==> src/rtl/alu_pkg.sv <==
// Shared types for the pipelined execute ALU: opcode and FSM state
// enums plus opcode class helpers.
package alu_pkg;

  typedef enum logic [4:0] {
    ALU_ADD    = 5'd0,
    ALU_SUB    = 5'd1,
    ALU_SLL    = 5'd2,
    ALU_SLT    = 5'd3,
    ALU_SLTU   = 5'd4,
    ALU_XOR    = 5'd5,
    ALU_SRL    = 5'd6,
    ALU_SRA    = 5'd7,
    ALU_OR     = 5'd8,
    ALU_AND    = 5'd9,
    ALU_MUL    = 5'd10,
    ALU_MULH   = 5'd11,
    ALU_MULHSU = 5'd12,
    ALU_MULHU  = 5'd13,
    ALU_DIV    = 5'd14,
    ALU_DIVU   = 5'd15,
    ALU_REM    = 5'd16,
    ALU_REMU   = 5'd17
  } alu_op_t;

  typedef enum logic [1:0] {
    ST_IDLE = 2'd0,
    ST_MUL  = 2'd1,
    ST_DIV  = 2'd2,
    ST_DONE = 2'd3
  } alu_state_t;

  function automatic logic is_mul(input alu_op_t op);
    return (op == ALU_MUL) || (op == ALU_MULH) || (op == ALU_MULHSU) || (op == ALU_MULHU);
  endfunction

  function automatic logic is_div(input alu_op_t op);
    return (op == ALU_DIV) || (op == ALU_DIVU) || (op == ALU_REM) || (op == ALU_REMU);
  endfunction

endpackage

==> src/rtl/alu_mul_pipe.sv <==
// Multiplier for alu_pipe: operands are sign- or zero-extended to WIDTH+1
// bits so one signed product covers MUL/MULH/MULHSU/MULHU. The product is
// formed combinationally from the accept-cycle operands and then delayed
// through MUL_STAGES-1 registers, so the caller registers it on the
// MUL_STAGES-th edge after accept.
module alu_mul_pipe #(
  parameter int WIDTH      = 32,
  parameter int MUL_STAGES = 3
) (
  input  logic             clk,
  input  logic             rst,
  input  logic             in_valid,
  input  logic             a_signed,
  input  logic             b_signed,
  input  logic             hi,
  input  logic [WIDTH-1:0] a,
  input  logic [WIDTH-1:0] b,
  output logic             out_valid,
  output logic [WIDTH-1:0] result
);

  logic [WIDTH:0]       a_x, b_x;
  logic [2*WIDTH-1:0]   a_e, b_e, prod;

  assign a_x  = {a_signed & a[WIDTH-1], a};
  assign b_x  = {b_signed & b[WIDTH-1], b};
  // Low 2*WIDTH bits of the extended product are exact for every signedness mix.
  assign a_e  = {{(WIDTH-1){a_x[WIDTH]}}, a_x};
  assign b_e  = {{(WIDTH-1){b_x[WIDTH]}}, b_x};
  assign prod = a_e * b_e;

  generate
    if (MUL_STAGES == 1) begin : g_comb
      assign out_valid = in_valid;
      assign result    = hi ? prod[2*WIDTH-1:WIDTH] : prod[WIDTH-1:0];
    end else begin : g_pipe
      logic [2*WIDTH-1:0]  prod_sr [MUL_STAGES-1];
      logic [MUL_STAGES-2:0] vld_sr;
      logic [MUL_STAGES-2:0] hi_sr;

      // Valid pipe; cleared by reset so an aborted multiply never completes.
      always_ff @(posedge clk) begin
        if (rst) begin
          vld_sr <= '0;
        end else begin
          vld_sr[0] <= in_valid;
          for (int i = 1; i < MUL_STAGES - 1; i++) vld_sr[i] <= vld_sr[i-1];
        end
      end

      // Product and half-select shift register.
      always_ff @(posedge clk) begin
        prod_sr[0] <= prod;
        hi_sr[0]   <= hi;
        for (int i = 1; i < MUL_STAGES - 1; i++) begin
          prod_sr[i] <= prod_sr[i-1];
          hi_sr[i]   <= hi_sr[i-1];
        end
      end

      assign out_valid = vld_sr[MUL_STAGES-2];
      assign result    = hi_sr[MUL_STAGES-2] ? prod_sr[MUL_STAGES-2][2*WIDTH-1:WIDTH]
                                             : prod_sr[MUL_STAGES-2][WIDTH-1:0];
    end
  endgenerate

endmodule

==> src/rtl/alu_pipe.sv <==
// Variable-latency execute ALU with valid/ready handshake.
// Base ops take 1 cycle, multiplies MUL_STAGES, divides WIDTH+2.
// Build macro ALU_DIV_EN adds the iterative divider; without it the
// divide opcodes are reported as illegal.
//
// state   | meaning
// --------+-------------------------------------------------
// IDLE    | no result held, ready for a request
// MUL     | waiting for the multiplier pipe to drain
// DIV     | restoring divider iterating / final sign fix
// DONE    | result held valid until out_ready
module alu_pipe
  import alu_pkg::*;
#(
  parameter int WIDTH      = 32,
  parameter int MUL_STAGES = 3
) (
  input  logic             clk,
  input  logic             rst,
  input  logic             in_valid,
  output logic             in_ready,
  input  logic [4:0]       alu_op,
  input  logic [WIDTH-1:0] operand1,
  input  logic [WIDTH-1:0] operand2,
  output logic             out_valid,
  input  logic             out_ready,
  output logic [WIDTH-1:0] alu_result,
  output logic             zero,
  output logic             negative,
  output logic             overflow,
  output logic             carry,
  output logic             illegal
);

  localparam int SHW = $clog2(WIDTH);

  alu_state_t       state, state_nx;
  alu_op_t          op_in;
  logic             accept, go_mul, go_div;
  logic [SHW-1:0]   shamt;
  logic [WIDTH:0]   add_sum;
  logic [WIDTH-1:0] sub_diff;
  logic [WIDTH-1:0] base_res;
  logic             base_ovf, base_carry, base_ill;
  logic             mul_valid;
  logic [WIDTH-1:0] mul_res;
  logic             div_done;
  logic [WIDTH-1:0] div_res;
  logic             load_res;
  logic [WIDTH-1:0] res_d;
  logic             ovf_d, carry_d, ill_d;

  assign op_in     = alu_op_t'(alu_op);
  assign in_ready  = (state == ST_IDLE) || ((state == ST_DONE) && out_ready);
  assign out_valid = (state == ST_DONE);
  assign accept    = in_valid && in_ready;
  assign go_mul    = accept && is_mul(op_in);
  assign shamt     = operand2[SHW-1:0];
  assign add_sum   = {1'b0, operand1} + {1'b0, operand2};
  assign sub_diff  = operand1 - operand2;

  // Single-cycle ops; anything not handled here is flagged illegal.
  always_comb begin
    base_res   = '0;
    base_ovf   = 1'b0;
    base_carry = 1'b0;
    base_ill   = 1'b0;
    case (op_in)
      ALU_ADD: begin
        base_res   = add_sum[WIDTH-1:0];
        base_carry = add_sum[WIDTH];
        base_ovf   = (operand1[WIDTH-1] == operand2[WIDTH-1]) &&
                     (add_sum[WIDTH-1] != operand1[WIDTH-1]);
      end
      ALU_SUB: begin
        base_res   = sub_diff;
        base_carry = operand1 < operand2;
        base_ovf   = (operand1[WIDTH-1] != operand2[WIDTH-1]) &&
                     (sub_diff[WIDTH-1] != operand1[WIDTH-1]);
      end
      ALU_SLL:  base_res = operand1 << shamt;
      ALU_SLT:  base_res = {{(WIDTH-1){1'b0}}, $signed(operand1) < $signed(operand2)};
      ALU_SLTU: base_res = {{(WIDTH-1){1'b0}}, operand1 < operand2};
      ALU_XOR:  base_res = operand1 ^ operand2;
      ALU_SRL:  base_res = operand1 >> shamt;
      ALU_SRA:  base_res = $signed(operand1) >>> shamt;
      ALU_OR:   base_res = operand1 | operand2;
      ALU_AND:  base_res = operand1 & operand2;
      default:  base_ill = 1'b1;
    endcase
  end

  alu_mul_pipe #(
    .WIDTH      (WIDTH),
    .MUL_STAGES (MUL_STAGES)
  ) u_mul (
    .clk       (clk),
    .rst       (rst),
    .in_valid  (go_mul),
    .a_signed  ((op_in == ALU_MULH) || (op_in == ALU_MULHSU)),
    .b_signed  (op_in == ALU_MULH),
    .hi        (op_in != ALU_MUL),
    .a         (operand1),
    .b         (operand2),
    .out_valid (mul_valid),
    .result    (mul_res)
  );

`ifdef ALU_DIV_EN
  localparam int CW = $clog2(WIDTH + 1);

  alu_op_t          op_q;
  logic [WIDTH-1:0] op1_q, op2_q, div_rem, div_quo, div_den;
  logic [CW-1:0]    div_cnt;
  logic [WIDTH:0]   div_trial;
  logic             in_sgn, sgn_q, q_neg, r_neg, rem_q;
  logic [WIDTH-1:0] q_fix, r_fix;

  assign go_div    = accept && is_div(op_in);
  assign in_sgn    = (op_in == ALU_DIV) || (op_in == ALU_REM);
  assign div_trial = {div_rem, div_quo[WIDTH-1]} - {1'b0, div_den};
  assign div_done  = (state == ST_DIV) && (div_cnt == '0);

  // Load magnitudes on accept, then one restoring step per cycle.
  always_ff @(posedge clk) begin
    if (rst) begin
      div_cnt <= '0;
      op_q    <= ALU_ADD;
      op1_q   <= '0;
      op2_q   <= '0;
      div_rem <= '0;
      div_quo <= '0;
      div_den <= '0;
    end else if (go_div) begin
      op_q    <= op_in;
      op1_q   <= operand1;
      op2_q   <= operand2;
      div_rem <= '0;
      div_quo <= (in_sgn && operand1[WIDTH-1]) ? -operand1 : operand1;
      div_den <= (in_sgn && operand2[WIDTH-1]) ? -operand2 : operand2;
      div_cnt <= CW'(WIDTH);
    end else if ((state == ST_DIV) && (div_cnt != '0)) begin
      div_cnt <= div_cnt - 1'b1;
      if (!div_trial[WIDTH]) begin
        div_rem <= div_trial[WIDTH-1:0];
        div_quo <= {div_quo[WIDTH-2:0], 1'b1};
      end else begin
        div_rem <= {div_rem[WIDTH-2:0], div_quo[WIDTH-1]};
        div_quo <= {div_quo[WIDTH-2:0], 1'b0};
      end
    end
  end

  // Sign fix; divide-by-zero bypasses the iteration result entirely.
  assign sgn_q = (op_q == ALU_DIV) || (op_q == ALU_REM);
  assign rem_q = (op_q == ALU_REM) || (op_q == ALU_REMU);
  assign q_neg = sgn_q && (op1_q[WIDTH-1] ^ op2_q[WIDTH-1]);
  assign r_neg = sgn_q && op1_q[WIDTH-1];
  assign q_fix = q_neg ? -div_quo : div_quo;
  assign r_fix = r_neg ? -div_rem : div_rem;
  assign div_res = (op2_q == '0) ? (rem_q ? op1_q : '1)
                                 : (rem_q ? r_fix : q_fix);
`else
  assign go_div   = 1'b0;
  assign div_done = 1'b0;
  assign div_res  = '0;
`endif

  // Select which path writes the result register this cycle.
  always_comb begin
    load_res = 1'b0;
    res_d    = base_res;
    ovf_d    = base_ovf;
    carry_d  = base_carry;
    ill_d    = base_ill;
    if (mul_valid) begin
      load_res = 1'b1;
      res_d    = mul_res;
      ovf_d    = 1'b0;
      carry_d  = 1'b0;
      ill_d    = 1'b0;
    end else if (div_done) begin
      load_res = 1'b1;
      res_d    = div_res;
      ovf_d    = 1'b0;
      carry_d  = 1'b0;
      ill_d    = 1'b0;
    end else if (accept && !go_mul && !go_div) begin
      load_res = 1'b1;
    end
  end

  // Result and flags are registered together and held through DONE.
  always_ff @(posedge clk) begin
    if (rst) begin
      alu_result <= '0;
      zero       <= 1'b0;
      negative   <= 1'b0;
      overflow   <= 1'b0;
      carry      <= 1'b0;
      illegal    <= 1'b0;
    end else if (load_res) begin
      alu_result <= res_d;
      zero       <= (res_d == '0);
      negative   <= res_d[WIDTH-1];
      overflow   <= ovf_d;
      carry      <= carry_d;
      illegal    <= ill_d;
    end
  end

  // State register.
  always_ff @(posedge clk) begin
    if (rst) state <= ST_IDLE;
    else     state <= state_nx;
  end

  // Next-state logic.
  always_comb begin
    state_nx = state;
    case (state)
      ST_IDLE, ST_DONE: begin
        if (accept) begin
          if (go_mul)      state_nx = (MUL_STAGES == 1) ? ST_DONE : ST_MUL;
          else if (go_div) state_nx = ST_DIV;
          else             state_nx = ST_DONE;
        end else if ((state == ST_DONE) && out_ready) begin
          state_nx = ST_IDLE;
        end
      end
      ST_MUL:  if (mul_valid) state_nx = ST_DONE;
      ST_DIV:  if (div_done)  state_nx = ST_DONE;
      default: state_nx = ST_IDLE;
    endcase
  end

endmodule
==> config.mk <==
export PLATFORM = sky130hd
export DESIGN_NAME = alu_pipe
export DESIGN_NICKNAME = d
export VERILOG_FILES = /design/src/rtl/alu_pkg.sv /design/src/rtl/alu_mul_pipe.sv /design/src/rtl/alu_pipe.sv
export SDC_FILE = /design/constraint.sdc
export NUM_CORES = 2
export LEC_CHECK = 0
export CORE_MARGIN = 1
export CORE_UTILIZATION = 31
export CTS_BUF_LIST = sky130_fd_sc_hd__clkbuf_16
export DETAILED_ROUTE_END_ITERATION = 10
export PLACE_DENSITY = 0.47
export SLEW_MARGIN = 15
export SYNTH_ARGS = -nofsm -noshare
export SYNTH_HDL_FRONTEND = slang
export SYNTH_SLANG_ARGS = --single-unit
export TNS_END_PERCENT = 30
==> constraint.sdc <==
create_clock -name clk -period 10.55 [get_ports clk]
set_input_delay 1.055 -clock clk [delete_from_list [all_inputs] [get_ports clk]]
set_output_delay 1.055 -clock clk [all_outputs]
set_load 0.05 [all_outputs]
; ---- Yosys cells after proc, flatten, opt, wreduce, memory -nomap -nowiden
; Memory sizes are Yosys's and may differ from the RTL's.
; Cells that the tools add are included.
; W data, S select, Z words.
[word_totals]
memories = 1
regBits = 43
mem_bits_rw = 128
[op_classes]
n_mux = 16
mul = 1
reduce_logical = 18
magnitude_cmp = 2
shifts = 3
n_bitwise = 6
eq_ne = 23
n_addsub = 2
[memory_table]
columns = name, depth, word_bits, read_ports, rd_clocked_by_memory_dff, write_ports, line
row1 = u_mul.g_pipe.prod_sr, 2, 64, 2, 0, 2, alu_mul_pipe.sv:37  ; logic [2*WIDTH-1:0] prod_sr [MUL_STAGES-1];
[op_table]
columns = op, count
row1 = $pmux W32 S10, 1
row2 = $lt A32 B32 Y1, 2
row3 = $mul A33 B33 Y64, 1
row4 = $mux W32, 2
row5 = $add A32 B32 Y33, 1
row6 = $and A32 B32 Y32, 1
row7 = $logic_not A32 Y1, 1
row8 = $or A32 B32 Y32, 1
row9 = $shl A32 B5 Y32, 1
row10 = $shr A32 B5 Y32, 1
row11 = $sshr A32 B5 Y32, 1
row12 = $sub A32 B32 Y32, 1
row13 = $xor A32 B32 Y32, 1
row14 = $eq A5 B4 Y1 const B, 6
row15 = $eq A5 B3 Y1 const B, 4
row16 = $eq A5 B2 Y1 const B, 2
row17 = $reduce_or A10 Y1, 1
row18 = $mux W2, 4
row19 = $logic_and A1 B1 Y1, 6
row20 = $mux W1, 6
row21 = $eq A5 B1 Y1 const B, 1
row22 = $logic_not A5 Y1, 1
row23 = $logic_or A1 B1 Y1, 5
row24 = $ne A5 B4 Y1 const B, 1
row25 = 14 further kinds, 19

; ---- Logic depth before layout (Yosys ltp)
[depth]
ltp_word = 9
mapped_depth = 37

; ---- By module
; Synthesis repeated with hierarchy kept, for this count alone.
[unflattened]
hier_cells = 5923
hier_area_um2 = 52032.4
[by_module_without_submodules]
columns = module, cells_per_inst, area_per_inst_um2, n_inst, seq_area_each_um2
row1 = alu_mul_pipe, 4296, 40672.8, 1, 2642.5
row2 = alu_pipe, 1627, 11359.6, 1, 760.7

; ---- Worst setup path after synthesis
; Ideal clock, no wire load.
[synth_path]
kind = input -> register
start = input alu_op[0]
end = memory u_mul.g_pipe.prod_sr[0][61] (netlist bit)
arrival_time_ps = 9680
stages = 32
n_path_buf = 4
setup_time_ps = 72
path_slack_ps = 797
cell_sequence = clkbuf_1 -> clkbuf_1 -> buf_2 -> nand2_1 -> o21ai_0 -> nand2_1 -> nor2_1 -> clkbuf_1 -> nand2_1 -> fa_1 -> fa_1 -> inv_1 -> fa_1 -> inv_1 -> fa_1 -> inv_1 -> fa_1 -> fa_1 -> fa_1 -> fa_1 -> ha_1 -> nor2b_1 -> o21ai_0 -> nand2b_1 -> a21o_1 -> a21oi_1 -> o21ai_1 -> a2111oi_0 -> nor2_1 -> a21o_1 -> a21oi_1 -> xnor2_1
[synth_lines]
columns = element, line
row1 = from (decl), alu_pipe.sv:22  ; input logic [4:0] alu_op,
row2 = to (decl), alu_mul_pipe.sv:37

==> impl_metrics.toml <==
[timing]
worstMarginPinSlew_ns = 1.23
post-route-period-util_pct = 95.6
fmax_mhz = 99.2
finalClockSkew_ns = 0.0270
tns_ns = 0
maxSlewViolCount = 0
setup_viol = 0
rsz0062_at_grt = "no"
finalCriticalPeriod_ns = 10.08
maxSlewHeadroom_pct = 17.7
hold_violations = 0

[critical_path]
crit_cells = 36
worst_setup_path_start_kind = "input pin"
crit_type = "in -> reg"
arrival_ns = 10.53
path_common_cell = "fa_1"
crit_family = "adder cells"
critPathBufInv = 9
path_max_fanout = 5
cp_slowest_cell = "fa_1"
crit_path_end_kind = "flop"
r2r_cells = 13
worst_ep_required_time_ns = 11.00
max_stage_delay_ns = 0.68

[synthesis]
ys_warn_count = 0
synth_ff_type = "dfxtp_1"
netlist_top_cells_count = "inv_1, fa_1, nand2_1"
synth_seq_cells = 170
syn-num-nets = 7440
yosysMostFrequentCell = "inv_1"
yosysTopAreaCell = "fa_1"
synthTopCellsByArea = "fa_1, inv_1, ha_1"
syn_area_per_cell_um2 = 8.65
ys_seq_area_share_pct = 6.64
synth_edf_count = 0
synth_top_cell_area_share_pct = 44.0
netlist-cell-type-count = 99
netlist_area_um2 = 51200
netlist_instances = 5927
async_reset_ff_share_pct = 0

[grt]
grt_pass1_wl_um = 340000
antenna_found_initial = 21
grtUsageMet2_pct = 45.8
top_usage_layer = "met2"
use_met1_pct = 37.3
first_global_vias = 46100
grt_max_degree = 78
gr-total-overflow = 0
grt.total_usage_pct = 28.5
grtUsageMet3_pct = 3.94

[floorplan]
io_pins = 112
initial_core_util_pct = 31.3
fp.dieW_um = 409
fp.dieArea_um2 = 167000
num_rows = 148
die_h_um = 409
core_area_um2 = 164000

[run_status]
status = "finished clean"

[cts]
cts_tree = "yes"
worstSkewPairLatency_ns = 0.53
cts_sinks = 170
cts_buffer_depth = 2
cts_buffers = 17
postCtsHoldBufs = 0
cts_root_buf = "clkbuf_16"
cts_resized = 0
postCtsSetupRepairBufs = 0
clk_pin_slew_worst_paths_ns = 0.10
htreeDepth = 4

[drt]
firstDrtPassIters = 7
post_drt_via_cell_ratio = 5.34
vias = 43700
ant_nets = 0
wl_um = 237000
wl_per_cell_um = 28.9
drt-initial-drc-count = 4037
drcViolationCount = 0

[layout]
drive_gt1_share_pct = 8.06
final_core_util_pct = 34.5
nFillCells = 17200
area_growth_syn_to_layout_pct = 10.1
final_nets = 7504

[hold_path]
whs_path_depth = 0
worstHoldPathType = "reg -> reg"

[place]
gp_congestion = 1.01
dp_hpwl_um = 195000
io_buffer_count = 111

[flow_run]
drv_cap = 0
-- logic make-up (layout without fill, tap and decap cells) --
family	count (synthesis)	in the layout	share of synthesized area (%)
fa+ha+maj	1440	1440	51.7
buf+inv	1613	1690	12.1
simple gates	1725	1725	14.0
other cells	0	11	0
flops	170	170	6.64
compound gates	726	726	9.65
mux	161	161	4.36
xor+xnor	92	92	1.57
-- layout by cell type, fill, tap and decap left out, types with 14 or more instances in the layout --
cell             instances
buf_2                   34
buf_12                  18
a221oi_1                20
a21o_1                  37
ha_1                   313
nor3_1                  63
o21a_1                  26
nand2_1                911
o21ai_0                108
dfxtp_1                169
nand3_1                 52
o2111ai_1               15
xnor2_1                 77
inv_1                 1248
clkbuf_16               17
a21oi_1                195
fa_1                  1127
nor2_1                 498
o31ai_1                 22
mux2i_1                 75
a22oi_1                 14
a31oi_1                 27
o21bai_1                22
a211oi_1                39
nand2b_1                21
buf_4                  258
o211ai_1                31
clkdlybuf4s50_1         75
or3_1                   18
nor4_1                  31
nand4_1                 17
clkinv_1                14
mux4_2                  42
and2_1                  16
mux2_2                  38
xor2_1                  15
o22ai_1                 28
nor2b_1                 26
-- worst reg2reg max path, stage by stage (launching register included) --
cell and delay [ns]:
dfxtp_2 0.32, buf_4 0.55, mux2i_1 0.42, nor2_1 0.08
a21oi_1 0.14, o2111ai_1 0.30, o21bai_1 0.28, nor4_1 0.89
o211ai_1 0.18, o21ai_0 0.40, o2111ai_1 0.30, nor4_1 0.32
nand2_1 0.12, nand2_1 0.07
-- sequential cells by signal, summed over array words and instances (netlist names) --
name and flops:
illegal 1, zero 1, alu_result 32, overflow 1
u_mul.g_pipe.vld_sr 2, u_mul.g_pipe.prod_sr 128, state 2, u_mul.g_pipe.hi_sr 2
carry 1
-- stage by stage --
stage          cells  worst slack (ns)  area, um2  hold slack [ns]
6_report        8190             0.467      56400            0.319
5_1_grt         8185            0.0535      56400            0.328
4_1_cts         8179           0.00924      56400            0.319
3_5_place_dp    8147            -0.479      55800            0.312
3_3_place_gp    8147            -0.533      55800            0.312
2_1_floorplan   5927             0.797      51200            0.310
-- routing by layer --
| metal | wire length (um) | part of all wire [%] | vias up |
|---|---|---|---|
| met2 | 110000 | 46 | 1846 |
| met1 | 97100 | 41 | 23000 |
| met4 | 14600 | 6.2 | 10 |
| met3 | 15500 | 6.6 | 479 |
| li1 | - | - | 18400 |
| met5 | 66 | 0.028 | - |
-- layout make-up --
class,instances,area (um2),area share (%)
inverter,1273,4780,8.47
tap,2175,2720,4.82
clock buffer,17,425,0.754
multi-input combinational,4144,41700,73.9
timing repair buffer,385,3220,5.70
sequential,170,3400,6.03
antenna,11,27.5,0.0488
clock inverter,15,151,0.268
-- final timing paths --
path,start,slack [ns],to
setup reg to reg,u_mul.g_pipe.hi_sr[1]$_DFF_P_,6.13,zero$_SDFFE_PP0P_
hold / removal,u_mul.g_pipe.prod_sr[0][1]$_DFF_P_,0.32,u_mul.g_pipe.prod_sr[0][65]$_DFF_P_
setup / recovery,alu_op[1],0.47,u_mul.g_pipe.prod_sr[0][60]$_DFF_P_
hold reg to reg,u_mul.g_pipe.prod_sr[0][1]$_DFF_P_,0.32,u_mul.g_pipe.prod_sr[0][65]$_DFF_P_
Power is not shown: default switching activity piles up to over one toggle a cycle in this logic, so the estimate is an artifact.
